### src/rtl/adc_capture_seq.sv
// adc_capture_seq: trigger-armed capture sequencer that turns each ADC
// sample set into four tagged 16-bit writes to the PSRAM write FIFO.
module adc_capture_seq #(
    parameter int NSAMP_W = 16,
    parameter int DROP_W  = 8
) (
    input  logic               clk,
    input  logic               reset_n,
    input  logic [11:0]        ad_a0,
    input  logic [11:0]        ad_a1,
    input  logic [11:0]        ad_b0,
    input  logic [11:0]        ad_b1,
    input  logic               ad_strobe,
    input  logic               psram_ready,
    input  logic               arm,
    input  logic               abort,
    input  logic               trigger,
    input  logic [NSAMP_W-1:0] post_count,
    input  logic               fifo_full,
    output logic               wrfifo,
    output logic [15:0]        wrfifo_data,
    output logic               armed,
    output logic               busy,
    output logic               done,
    output logic               overflow,
    output logic [NSAMP_W-1:0] sample_count,
    output logic [DROP_W-1:0]  drop_count
);

    typedef enum logic [1:0] {IDLE, ARMED, CAPTURE, DONE} state_t;

    state_t state;
    state_t state_nx;

    logic trig_s1;
    logic trig_s2;
    logic trig_s3;
    logic trig_edge;

    logic [NSAMP_W-1:0] limit;
    logic               burst_on;
    logic [1:0]         burst_idx;
    logic               abort_pend;
    logic [11:0]        hold_a1;
    logic [11:0]        hold_b0;
    logic [11:0]        hold_b1;

    logic        start_arm;
    logic        stop_now;
    logic        accept;
    logic        drop;
    logic        last_word;
    logic [15:0] word_nx;
    logic        armed_nx;
    logic        busy_nx;
    logic        done_nx;

    assign start_arm = (state == IDLE) && arm && psram_ready;

    // Abort or a reached limit closes the capture window to new samples.
    assign stop_now = abort || abort_pend || (sample_count == limit);

    assign accept = (state == CAPTURE) && !burst_on && ad_strobe
                  && !stop_now && !fifo_full && psram_ready;

    // A strobe during a burst is always lost; otherwise only backpressure
    // or an unready PSRAM loses it.
    assign drop = (state == CAPTURE) && ad_strobe
                && (burst_on || (!stop_now && (fifo_full || !psram_ready)));

    assign last_word = burst_on && (burst_idx == 2'd3);

    // State register
    always_ff @(posedge clk or negedge reset_n) begin
        if (!reset_n) state <= IDLE;
        else          state <= state_nx;
    end

    // Next-state decode; bursts in flight always finish before leaving CAPTURE
    always_comb begin
        state_nx = state;
        case (state)
            IDLE: begin
                if (start_arm) state_nx = ARMED;
            end
            ARMED: begin
                if (abort)
                    state_nx = IDLE;
                else if (trig_edge)
                    state_nx = (limit == '0) ? DONE : CAPTURE;
            end
            CAPTURE: begin
                if (!burst_on) begin
                    if (abort || abort_pend)
                        state_nx = IDLE;
                    else if (sample_count == limit)
                        state_nx = DONE;
                end
            end
            DONE:    state_nx = IDLE;
            default: state_nx = IDLE;
        endcase
    end

    // Status flags follow the state that the next edge lands in
    always_comb begin
        armed_nx = (state_nx == ARMED);
        busy_nx  = (state_nx != IDLE);
        done_nx  = (state_nx == DONE);
    end

    // Trigger synchroniser and registered rising-edge detect
    always_ff @(posedge clk or negedge reset_n) begin
        if (!reset_n) begin
            trig_s1   <= 1'b0;
            trig_s2   <= 1'b0;
            trig_s3   <= 1'b0;
            trig_edge <= 1'b0;
        end else begin
            trig_s1   <= trigger;
            trig_s2   <= trig_s1;
            trig_s3   <= trig_s2;
            trig_edge <= trig_s2 & ~trig_s3;
        end
    end

    // Word for the next FIFO write: a0 straight from the ADC, rest held
    always_comb begin
        word_nx = wrfifo_data;
        if (accept) begin
            word_nx = {2'd0, 2'b00, ad_a0};
        end else if (burst_on) begin
            case (burst_idx)
                2'd1:    word_nx = {2'd1, 2'b00, hold_a1};
                2'd2:    word_nx = {2'd2, 2'b00, hold_b0};
                default: word_nx = {2'd3, 2'b00, hold_b1};
            endcase
        end
    end

    // Burst engine and registered FIFO/status outputs
    always_ff @(posedge clk or negedge reset_n) begin
        if (!reset_n) begin
            burst_on    <= 1'b0;
            burst_idx   <= 2'd0;
            abort_pend  <= 1'b0;
            hold_a1     <= '0;
            hold_b0     <= '0;
            hold_b1     <= '0;
            wrfifo      <= 1'b0;
            wrfifo_data <= '0;
            armed       <= 1'b0;
            busy        <= 1'b0;
            done        <= 1'b0;
        end else begin
            wrfifo      <= accept | burst_on;
            wrfifo_data <= word_nx;
            armed       <= armed_nx;
            busy        <= busy_nx;
            done        <= done_nx;
            abort_pend  <= (state_nx == CAPTURE)
                         && (abort_pend || (burst_on && abort));
            if (accept) begin
                hold_a1   <= ad_a1;
                hold_b0   <= ad_b0;
                hold_b1   <= ad_b1;
                burst_on  <= 1'b1;
                burst_idx <= 2'd1;
            end else if (burst_on) begin
                burst_idx <= burst_idx + 2'd1;
                if (last_word) burst_on <= 1'b0;
            end
        end
    end

    // Capture limit, sample counter and saturating loss accounting
    always_ff @(posedge clk or negedge reset_n) begin
        if (!reset_n) begin
            limit        <= '0;
            sample_count <= '0;
            drop_count   <= '0;
            overflow     <= 1'b0;
        end else if (start_arm) begin
            limit        <= post_count;
            sample_count <= '0;
            drop_count   <= '0;
            overflow     <= 1'b0;
        end else begin
            if (last_word)
                sample_count <= sample_count + 1'b1;
            if (drop) begin
                overflow <= 1'b1;
                if (drop_count != '1)
                    drop_count <= drop_count + 1'b1;
            end
        end
    end

endmodule
### config.mk
export PLATFORM = sky130hd
export DESIGN_NAME = adc_capture_seq
export DESIGN_NICKNAME = d
export VERILOG_FILES = /design/src/rtl/adc_capture_seq.sv
export SDC_FILE = /design/constraint.sdc
export NUM_CORES = 1
export LEC_CHECK = 0
export CORE_MARGIN = 2
export CORE_UTILIZATION = 50
export CTS_CLUSTER_DIAMETER = 80
export DETAILED_ROUTE_END_ITERATION = 8
export HOLD_SLACK_MARGIN = 0.15
export PLACE_DENSITY = 0.86
export SETUP_SLACK_MARGIN = 0.2
export SLEW_MARGIN = 20
export SYNTH_ARGS = -nofsm -noshare
export SYNTH_HDL_FRONTEND = slang
export SYNTH_SLANG_ARGS = --single-unit
### constraint.sdc
create_clock -name clk -period 2.4 [get_ports clk]
set_input_delay 0.48 -clock clk [delete_from_list [all_inputs] [get_ports clk]]
set_output_delay 0.48 -clock clk [all_outputs]
set_load 0.05 [all_outputs]
==> out/metrics.cfg, run 1 <==
[power]
total_leakage_power_nw = 3.27
cellPowerDensity_nw_per_um2 = 608
power.ir.vdd_worst_mv = 0.348
cell_internal_pwr_mw = 2.67
power_frac_clock = 0.288
switchingPower_mw = 1.25
power.share.sequential = 0.519
p_sw_frac = 0.319
comb_power_share = 0.194
total_power_mw = 3.93

[floorplanning]
die_y_um = 102
design.portCount = 117
fp.dieW_um = 102
floorplan.die_area_um2 = 10500
floorplan.rows = 35
initial_core_util = 0.520
core-area_um2 = 9280

[run_status]
run_status = complete, no violations

[critical_path]
crit-reg2reg-launch = sample_count[0]
worstPathRequired_ns = 2.66
end_kind = flip-flop
ff2ff_setup_slack_ns = 0.13
timing.critical_path.arrival_ns = 2.53
crit_path_start = sample_count[0]
crit_path_max_incr_delay_ns = 0.47
startpoint_type = flip-flop
path_max_fanout = 32
critPathSlowestCell = sky130_fd_sc_hd__dfrtp_1
worstSetupPathType = reg2reg
worst_r2r_path_depth = 8
cp_cell_sequence = xor2_1 -> nor4_1 -> nand4_1 -> buf_4 -> and4_4 -> buf_12 -> a22o_1 -> a21o_1
r2r_end = wrfifo_data[4]

[global_routing]
grt_use_met2 = 0.415
groute.layer.met3.usage = 0.0643
gr-usage-met1 = 0.287
wire_length_of_the_first_global_routing_pass_mm = 19.0
overall_global_routing_usage = 0.238
busiest_layer = met2
grt_max_degree = 52
first_global_vias = 3952
antenna_violations_before_repair = 0
grt_overflow = 0

[logic_synthesis]
postSynthRegisterBits = 105
async_reset_ff_frac = 1.00
synth.cell_area_um2 = 4830
post_synth_num_cell_types = 38
synth_enable_flop_cells = 0
yosys.area.top_type = sky130_fd_sc_hd__dfrtp_1
syn-instance-count = 444
most_used_standard_cells_in_the_synthesized_netlist = 105 x sky130_fd_sc_hd__dfrtp_1, 69 x sky130_fd_sc_hd__nand2_1, 36 x sky130_fd_sc_hd__mux2_2, 24 x sky130_fd_sc_hd__nor2_1, 22 x sky130_fd_sc_hd__xor2_1
synth_top_area_share = 0.544
post_synth_main_area_contributors = sky130_fd_sc_hd__dfrtp_1 54%, sky130_fd_sc_hd__mux2_2 8.4%, sky130_fd_sc_hd__nand2_1 5.4%
share_of_synthesized_area_occupied_by_flip_flops_and_latches = 0.544
synth_ff_type = sky130_fd_sc_hd__dfrtp_1
avgSynthCellArea_um2 = 10.9
post-synth-top-count-cell = sky130_fd_sc_hd__dfrtp_1
synth-warning-count = 0

[timing]
tns_ns = 0
clock.fmax_mhz = 441
setup-violations-final = 0
finalCriticalPeriod_ns = 2.27
maxSlewHeadroom = 0.628
timing.final.ws_setup_ns = 0.135
drv_slew = 0
period_share = 0.944
timing_worst_slew_pin_value_ns = 0.556
report.final.hold_viol_count = 0
grt_setup_unrepaired = no
finClkSkew_ns = 0.0184

[hold_path]
worst_hold_path.endpoint = trig_s2
hold_path.startpoint = trig_s1
hold-path-cell-count = 0
worst_hold_path_type = reg2reg

[placed_design]
dpl.cell_count = 679
place_congestion = 0.859
dp_hpwl_mm = 8.59
placement.io_buffers = 114
detailedPlace.worstSlack_ns = -0.00813

[detailed_routing]
viasPerCell = 5.55
num_vias = 3874
drc = 0
drtAntennaViolNets = 0
length_of_the_first_detailed_routing_pass_in_iterations = 5
detailedRoute.firstIterationViolations = 173
wirelength_mm = 11.8
wire_per_inst_um = 16.8

[finish]
postLayoutCoreUtil = 0.695
drive_gt1_frac = 0.141
nets = 643
area_growth_syn_to_layout_pct = 33.7
final-instance-count-excl-fill = 698
antennaDiodeCount = 0

[clocking]
htreeDepth = 3
clock_tree_from_tritoncts = done
cts.sinks = 105
clkLatencyLatePin_ns = 0.38
clock_path_buffers = 2
clockRootBuffer = sky130_fd_sc_hd__clkbuf_8
clk_pin_slew_ns = 0.11
cts_buffers = 9

[flow_run]
max-cap-violations = 0

[worst max-delay path by stage]
stage | end | slack, ns
floorplan | wrfifo_data[10] | 0.23
global placement | drop_count[1] | 0.06
detailed placement | drop_count[1] | -0.008
CTS | wrfifo_data[4] | 0.21
global route | wrfifo_data[4] | 0.1
finish | wrfifo_data[4] | 0.13
[state kept, by name, indices dropped and copies added, names as in the netlist]
signal and flops:
abort_pend 1, armed 1, burst_idx 2, burst_on 1, busy 1, done 1
drop_count 8, hold_a1 12, hold_b0 12, hold_b1 12, limit 16, overflow 1
sample_count 16, state 2, trig_edge 1, trig_s1 1, trig_s2 1, trig_s3 1
wrfifo 1, wrfifo_data 14
[kinds of logic (layout without fill, tap and decap cells)]
family / count (synthesis) / after routing / synth area share
mux: 40 / 40 / 0.0923
flops: 105 / 105 / 0.544
fa+ha+maj: 7 / 7 / 0.0181
other cells: 1 / 2 / 0.000777
buf+inv: 37 / 161 / 0.0404
xor+xnor: 29 / 29 / 0.0526
simple gates: 146 / 146 / 0.141
compound gates: 79 / 79 / 0.111
[stage by stage]
| step | cell area, µm² | hold slack (ns) |
|---|---|---|
| 2_1_floorplan | 4830 | 0.184 |
| 3_3_place_gp | 6160 | 0.341 |
| 3_5_place_dp | 6160 | 0.342 |
| 4_1_cts | 6400 | 0.368 |
| 5_1_grt | 6450 | 0.370 |
| 6_report | 6450 | 0.364 |
[repair_timing]
action	4_1_cts	5_1_grt
hold endpoints to repair	38	0
setup endpoints to repair	12	48
setup buffers	1	1
pin swaps	1	1
gates resized for setup	4	15
hold buffers	1	0
[worst max-delay path, delay by kind of cell (launching register included)]
kind                   cells  cell delay [ns]
flip-flops                 1             0.47
XOR/XNOR                   1             0.17
AND/OR/NAND/NOR            3             0.72
buffers and inverters      2             0.37
AO/OA/AOI/OAI              2             0.40
[power groups by stage]
stage / Clock [mW] / Combinational (mW) / Sequential, mW
3_5_place_dp: 0 / 0.733 / 2.07
6_report: 1.13 / 0.760 / 2.04
2_1_floorplan: 0 / 0.329 / 2.13
4_1_cts: 1.16 / 0.752 / 2.04
3_3_place_gp: 0 / 0.710 / 2.06
5_1_grt: 1.23 / 0.831 / 2.06
[cells in the final DEF, fill, tap and decap left out, types with 12 or more instances in the layout]
master                            count
sky130_fd_sc_hd__a21o_1              14
sky130_fd_sc_hd__o21ai_0             20
sky130_fd_sc_hd__xor2_1              22
sky130_fd_sc_hd__a22o_1              12
sky130_fd_sc_hd__nor2_1              24
sky130_fd_sc_hd__mux2_2              36
sky130_fd_sc_hd__nand2_1             69
sky130_fd_sc_hd__buf_4               17
sky130_fd_sc_hd__dfrtp_1            105
sky130_fd_sc_hd__clkdlybuf4s50_1    101
sky130_fd_sc_hd__a22oi_1             13
[routing by layer]
layer	vias up	wire [µm]	share of wire
met2	149	6100	0.52
met3	30	745	0.063
met4	0	311	0.026
met1	1922	4600	0.39
met5	-	0	0
li1	1773	-	-
[layout make-up]
cell class	count	area, µm²
multi-input combinational	303	2060
clock inverter	7	86.3
sequential	105	2630
fill	680	2830
tap	129	161
inverter	11	41.3
clock buffer	9	124
timing repair buffer	134	1360
Note: power is estimated with default switching activity, not from simulation.
==> inputs of run 2 (changes only) <==
Clock period 2.4 ns to 2.3 ns, I/O delays scaled along.
==> run 2 against run 1 <==
Total power increased by 2.7%. Register-to-register slack improved by 0.08 ns. Via count increased by 0.57%. Critical endpoint is now wrfifo_data[7]. Sequential share of layout area decreased by 0.23 points. Cell count increased by 1.7%.
==> out/metrics.cfg, run 2 (same netlist as run 1, synthesis figures left out) <==
[timing]
setup-violations-final = 0  ; unchanged
timing_worst_slew_pin_value_ns = 0.569  ; +0.0136 ns
drv_slew = 0  ; unchanged
fin_worst_hold_slack_ns = 0.363  ; -0.00128 ns
maxSlewHeadroom = 0.619  ; -0.00909
grt_setup_unrepaired = yes
tns_ns = 0  ; unchanged
period_share = 0.907  ; -0.0365
finClkSkew_ns = 0.0135  ; -0.00494 ns
finalCriticalPeriod_ns = 2.09  ; -0.178 ns
report.final.hold_viol_count = 0  ; unchanged
clock.fmax_mhz = 479  ; +8.5%

[clocking]
cts_buffers = 9  ; unchanged
clock_tree_from_tritoncts = done
clockRootBuffer = sky130_fd_sc_hd__clkbuf_8
htreeDepth = 3  ; unchanged
clk_pin_slew_ns = 0.11  ; about the same
clkLatencyLatePin_ns = 0.37  ; about the same
cts.sinks = 105  ; unchanged
clock_path_buffers = 2  ; unchanged

[global_routing]
antenna_violations_before_repair = 0  ; unchanged
grt_overflow = 0  ; unchanged
wire_length_of_the_first_global_routing_pass_mm = 18.7  ; -1.6%
overall_global_routing_usage = 0.235  ; -0.00304
first_global_vias = 3828  ; -3.1%
grt_max_degree = 57  ; +9.6%

[floorplanning]
floorplan.rows = 35  ; unchanged
initial_core_util = 0.520  ; unchanged
die_y_um = 102  ; unchanged
design.portCount = 117  ; unchanged
floorplan.die_area_um2 = 10500  ; unchanged
fp.dieW_um = 102  ; unchanged
core-area_um2 = 9280  ; unchanged

[detailed_routing]
wire_per_inst_um = 16.6  ; -1.7%
drc = 0  ; unchanged
drtAntennaViolNets = 0  ; unchanged
wirelength_mm = 11.8  ; about the same
length_of_the_first_detailed_routing_pass_in_iterations = 4  ; -1
detailedRoute.firstIterationViolations = 214  ; +24%
num_vias = 3896  ; +0.57%
viasPerCell = 5.49  ; -1.1%

[placed_design]
place_congestion = 0.929  ; +8.2%
placement.io_buffers = 114  ; unchanged
dp_hpwl_mm = 8.50  ; -1.0%
placement.cell_area_um2 = 6210  ; +0.77%

[finish]
reg_top3 = limit (16), sample_count (16), wrfifo_data (14)
fillers = 659  ; -3.1%
multi_input_logic_area_um2 = 2070  ; +0.30%
area_growth_syn_to_layout_pct = 35.3
final_area_um2 = 6530  ; +1.2%
postLayoutCoreUtil = 0.704  ; +0.00836
final_cell_mix = 92 x sky130_fd_sc_hd__dfrtp_1, 89 x sky130_fd_sc_hd__clkdlybuf4s50_1, 69 x sky130_fd_sc_hd__nand2_1, 36 x sky130_fd_sc_hd__mux2_2, 27 x sky130_fd_sc_hd__buf_4
nets = 655  ; +1.9%
layout.area.seq_um2 = 2640  ; +0.62%
final_common_cell = sky130_fd_sc_hd__dfrtp_1
antennaDiodeCount = 0  ; unchanged
drive_gt1_frac = 0.182  ; +0.0418

[critical_path]
path_max_fanout = 7  ; -78%
worstSetupPathType = reg2reg
worstPathRequired_ns = 2.57  ; -0.09 ns
critPathSlowestCell = sky130_fd_sc_hd__dfrtp_2
startpoint_type = flip-flop
cp_cell_sequence = xor2_1 -> nor4_1 -> nand4_1 -> and4_4 -> buf_6 -> buf_6 -> a22o_1 -> a21o_1
crit_path_max_incr_delay_ns = 0.45  ; -0.02 ns
path_buf_inv = 2  ; unchanged
worst_path_most_repeated_cell = sky130_fd_sc_hd__buf_6
end_kind = flip-flop
cp_top_family = simple AND/OR/NAND/NOR gates
timing.critical_path.arrival_ns = 2.36  ; -0.17 ns

[power]
cellPowerDensity_nw_per_um2 = 618  ; +1.5%
total_leakage_power_nw = 3.35  ; +2.5%
total_power_mw = 4.03  ; +2.7%
power.ir.vdd_worst_mv = 0.431  ; +24%

[flow_run]
max-cap-violations = 0  ; unchanged

[hold_path]
worst_hold_path_type = reg2reg

[run_status]
run_status = complete, no violations

run 2: cell types whose count changed in the layout (fill, tap and decap cells not counted), moves of 3 or more:
cell / change
sky130_fd_sc_hd__dfrtp_1: -13
sky130_fd_sc_hd__dfrtp_2: +13
sky130_fd_sc_hd__dlygate4sd2_1: +13
sky130_fd_sc_hd__clkdlybuf4s50_1: -12
sky130_fd_sc_hd__buf_4: +10
sky130_fd_sc_hd__buf_6: +3
sky130_fd_sc_hd__inv_8: -3
run 2: layer usage:
metal	vias to the layer above	wire, µm	global-route usage
li1	1803	-	-
met1	1921	4870	0.293
met2	140	5950	0.392
met3	32	553	0.0561
met4	0	381	0.101
met5	-	0	0
run 2: path summary, 6_finish.rpt:
check | from | endpoint | slack (ns) | cells after the start
max reg2reg | sample_count[6] | wrfifo_data[7] | 0.21 | 8
min | trig_s1 | trig_s2 | 0.36 | 0
max in group asynchronous | reset_n | sample_count[0] | 1.10 | 3
min in group asynchronous | reset_n | sample_count[13] | 0.50 | 2
min reg2reg | trig_s1 | trig_s2 | 0.36 | 0
max | sample_count[6] | wrfifo_data[7] | 0.21 | 8
run 2: worst reg2reg max path: stages (launching register included):
cell and delay [ns]:
sky130_fd_sc_hd__dfrtp_2 0.45, sky130_fd_sc_hd__xor2_1 0.15, sky130_fd_sc_hd__nor4_1 0.32, sky130_fd_sc_hd__nand4_1 0.21
sky130_fd_sc_hd__and4_4 0.22, sky130_fd_sc_hd__buf_6 0.13, sky130_fd_sc_hd__buf_6 0.12, sky130_fd_sc_hd__a22o_1 0.22
sky130_fd_sc_hd__a21o_1 0.15
run 2: power breakdown:
| group | leakage, nW | internal, mW | switching [mW] |
|---|---|---|---|
| combinational | 1.87 | 0.352 | 0.449 |
| sequential | 1.38 | 2.00 | 0.124 |
| clock | 0.0995 | 0.426 | 0.688 |
| total | 3.35 | 2.77 | 1.26 |
run 2: layout make-up:
class	instances	area share
timing repair buffer	146	0.218
clock buffer	9	0.0190
inverter	11	0.00632
sequential	105	0.405
multi-input combinational	303	0.316
clock inverter	7	0.0109
tap	129	0.0247
run 2: what timing repair did:
action,in CTS,in global routing
setup endpoints to repair,30,70
pin swaps,3,5
setup buffers,1,7
hold buffers,1,0
endpoints found under the hold margin,18,0
cloned,0,0
gates resized for setup,19,17
run 2: stage by stage:
| step | cells | worst slack (ns) |
|---|---|---|
| finish | 710 | 0.213 |
| global route | 710 | 0.156 |
| CTS | 703 | 0.189 |
| detailed placement | 685 | -0.00789 |
| global placement | 685 | 0.0643 |
| floorplan | 445 | 0.221 |
==> inputs of run 3 (changes only) <==
Settings changed: CORE_UTILIZATION 50 to 46, PLACE_DENSITY 0.86 to 0.81.
==> run 3 against run 2 <==
Wire length increased by 0.71%. Non-clock buffer count increased by 5. Cell count increased by 1.7%. Design area increased by 0.63%. Sequential cell count unchanged. Setup slack got worse by 0.028 ns.
==> out/metrics.cfg, run 3 (same netlist as run 1, synthesis figures left out) <==
[run_status]
run_status = complete, no violations

[timing]
timing_worst_slew_pin_value_ns = 0.557  ; -0.0121 ns
clock.fmax_mhz = 473  ; -1.3%
report.final.hold_viol_count = 0  ; unchanged
drv_slew = 0  ; unchanged
setup-violations-final = 0  ; unchanged
grt_setup_unrepaired = yes
finClkSkew_ns = 0.0227  ; +0.00924 ns
period_share = 0.920  ; +0.0122
finalCriticalPeriod_ns = 2.11  ; +0.0281 ns
maxSlewHeadroom = 0.627  ; +0.00808

[placed_design]
dpl.cell_count = 699  ; +2.0%
placement.io_buffers = 114  ; unchanged
dp_hpwl_mm = 8.68  ; +2.1%
place_congestion = 0.885  ; -4.8%

[global_routing]
wire_length_of_the_first_global_routing_pass_mm = 18.7  ; about the same
grt_overflow = 0  ; unchanged
first_global_vias = 3774  ; -1.4%
grt_max_degree = 41  ; -28%
antenna_violations_before_repair = 0  ; unchanged
overall_global_routing_usage = 0.212  ; -0.0229

[detailed_routing]
drtAntennaViolNets = 0  ; unchanged
length_of_the_first_detailed_routing_pass_in_iterations = 4  ; unchanged
wirelength_mm = 11.8  ; +0.71%
detailedRoute.firstIterationViolations = 225  ; +5.1%
viasPerCell = 5.33  ; -2.8%
num_vias = 3849  ; -1.2%
drc = 0  ; unchanged
wire_per_inst_um = 16.4  ; -0.96%

[power]
cellPowerDensity_nw_per_um2 = 622  ; +0.71%
power.ir.vdd_worst_mv = 0.372  ; -14%
p_sw_frac = 0.317  ; +0.00433
total_leakage_power_nw = 3.34  ; -0.43%
cell_internal_pwr_mw = 2.79  ; +0.71%
power_frac_clock = 0.284  ; +0.008
switchingPower_mw = 1.30  ; +2.8%
total_power_mw = 4.09  ; +1.4%
power.share.sequential = 0.517  ; -0.009
comb_power_share = 0.199  ; about the same

[floorplanning]
design.portCount = 117  ; unchanged
floorplan.rows = 37  ; +5.7%
floorplan.die_area_um2 = 11300  ; +8.3%
initial_core_util = 0.470  ; -0.0503
fp.dieW_um = 106  ; +4.1%
core-area_um2 = 10300  ; +11%
die_y_um = 106  ; +4.1%

[critical_path]
crit_path_start = limit[4]
crit-reg2reg-launch = limit[4]
path_max_fanout = 17  ; +10
timing.critical_path.arrival_ns = 2.39  ; +0.03 ns
startpoint_type = flip-flop
worstSetupPathType = reg2reg
worstPathRequired_ns = 2.58  ; about the same
end_kind = flip-flop
ff2ff_setup_slack_ns = 0.19  ; -0.03 ns

[finish]
area_growth_syn_to_layout_pct = 36.1
nets = 660  ; +0.76%
final_cell_mix = 93 x sky130_fd_sc_hd__dfrtp_1, 89 x sky130_fd_sc_hd__clkdlybuf4s50_1, 69 x sky130_fd_sc_hd__nand2_1, 36 x sky130_fd_sc_hd__mux2_2, 34 x sky130_fd_sc_hd__buf_4
final-instance-count-excl-fill = 722  ; +1.7%
reg_top3 = limit (16), sample_count (16), wrfifo_data (14)
drive_gt1_frac = 0.189  ; +0.00698
antennaDiodeCount = 0  ; unchanged
final_common_cell = sky130_fd_sc_hd__dfrtp_1

[clocking]
cts.sinks = 105  ; unchanged
cts_buffers = 9  ; unchanged
clk_pin_slew_ns = 0.11  ; about the same
clock_path_buffers = 2  ; unchanged
clkLatencyLatePin_ns = 0.38  ; about the same
clockRootBuffer = sky130_fd_sc_hd__clkbuf_8
htreeDepth = 3  ; unchanged
clock_tree_from_tritoncts = done

[flow_run]
max-cap-violations = 0  ; unchanged

[hold_path]
hold_path.startpoint = trig_s1
worst_hold_path_type = reg2reg

[run 3: changes by cell type in the layout (fill, tap and decap cells not counted), moves of 2 or more]
| cell | before | now |
|---|---|---|
| sky130_fd_sc_hd__buf_6 | 3 | 1 |
| sky130_fd_sc_hd__dlymetal6s2s_1 | 10 | 7 |
| sky130_fd_sc_hd__nor4_2 | 2 | 4 |
| sky130_fd_sc_hd__inv_6 | 3 | 1 |
| sky130_fd_sc_hd__nor4_1 | 6 | 4 |
| sky130_fd_sc_hd__dlygate4sd2_1 | 14 | 17 |
| sky130_fd_sc_hd__buf_4 | 27 | 34 |
[run 3: worst max-delay path, cell delays in order, from the launching register on]
cell and delay (ns):
sky130_fd_sc_hd__dfrtp_1 0.42, sky130_fd_sc_hd__xor2_1 0.18, sky130_fd_sc_hd__nor4_2 0.32, sky130_fd_sc_hd__nand4_1 0.24
sky130_fd_sc_hd__and4_4 0.30, sky130_fd_sc_hd__buf_12 0.15, sky130_fd_sc_hd__a22o_1 0.24, sky130_fd_sc_hd__a21o_1 0.16
[run 3: final timing paths]
kind	endpoint	cells past startpoint
hold / removal	trig_s2	0
hold reg to reg	trig_s2	0
setup / recovery	wrfifo_data[8]	7
max in group asynchronous	hold_a1[0]	3
min in group asynchronous	trig_s2	2
setup reg to reg	wrfifo_data[8]	7
[run 3: repair_timing]
item                       in CTS  in global routing
resized for setup              20                 14
setup endpoints to repair      69                 60
pin swaps                       1                  5
hold endpoints to repair       32                  0
hold buffers                    1                  0
buffers inserted                0                  6
[run 3: power by group through the flow]
stage | logic, mW | registers, mW | clock network [mW]
detailed placement | 0.779 | 2.15 | 0
finish | 0.813 | 2.12 | 1.16
floorplan | 0.343 | 2.23 | 0
CTS | 0.787 | 2.12 | 1.18
global route | 0.889 | 2.14 | 1.27
global placement | 0.758 | 2.14 | 0
[run 3: per-layer routing]
layer	track usage	wire (µm)	vias up
li1	-	-	1804
met1	0.274	5060	1912
met2	0.357	5950	113
met3	0.0356	575	20
met4	0.0826	252	0
met5	0	0	-
[run 3: metrics by stage]
step	TNS, ns	hold slack, ns	area [µm²]	setup WS (ns)	utilization
after global routing	0	0.368	6570	0.0981	0.640
after detailed placement	-0.180	0.341	6270	-0.0220	0.610
final	0	0.361	6570	0.185	0.640
after floorplan	0	0.164	4850	0.221	-
after CTS	0	0.365	6470	0.181	0.630
after global placement	-0.00893	0.336	6270	-0.00893	0.610
[run 3: layout make-up]
type                       instances  area (µm²)
clock inverter                     7        81.3
timing repair buffer             151        1440
multi-input combinational        303        2070
inverter                          11        41.3
sequential                       105        2640
tap                              136         170
clock buffer                       9         124
fill                             815        3700
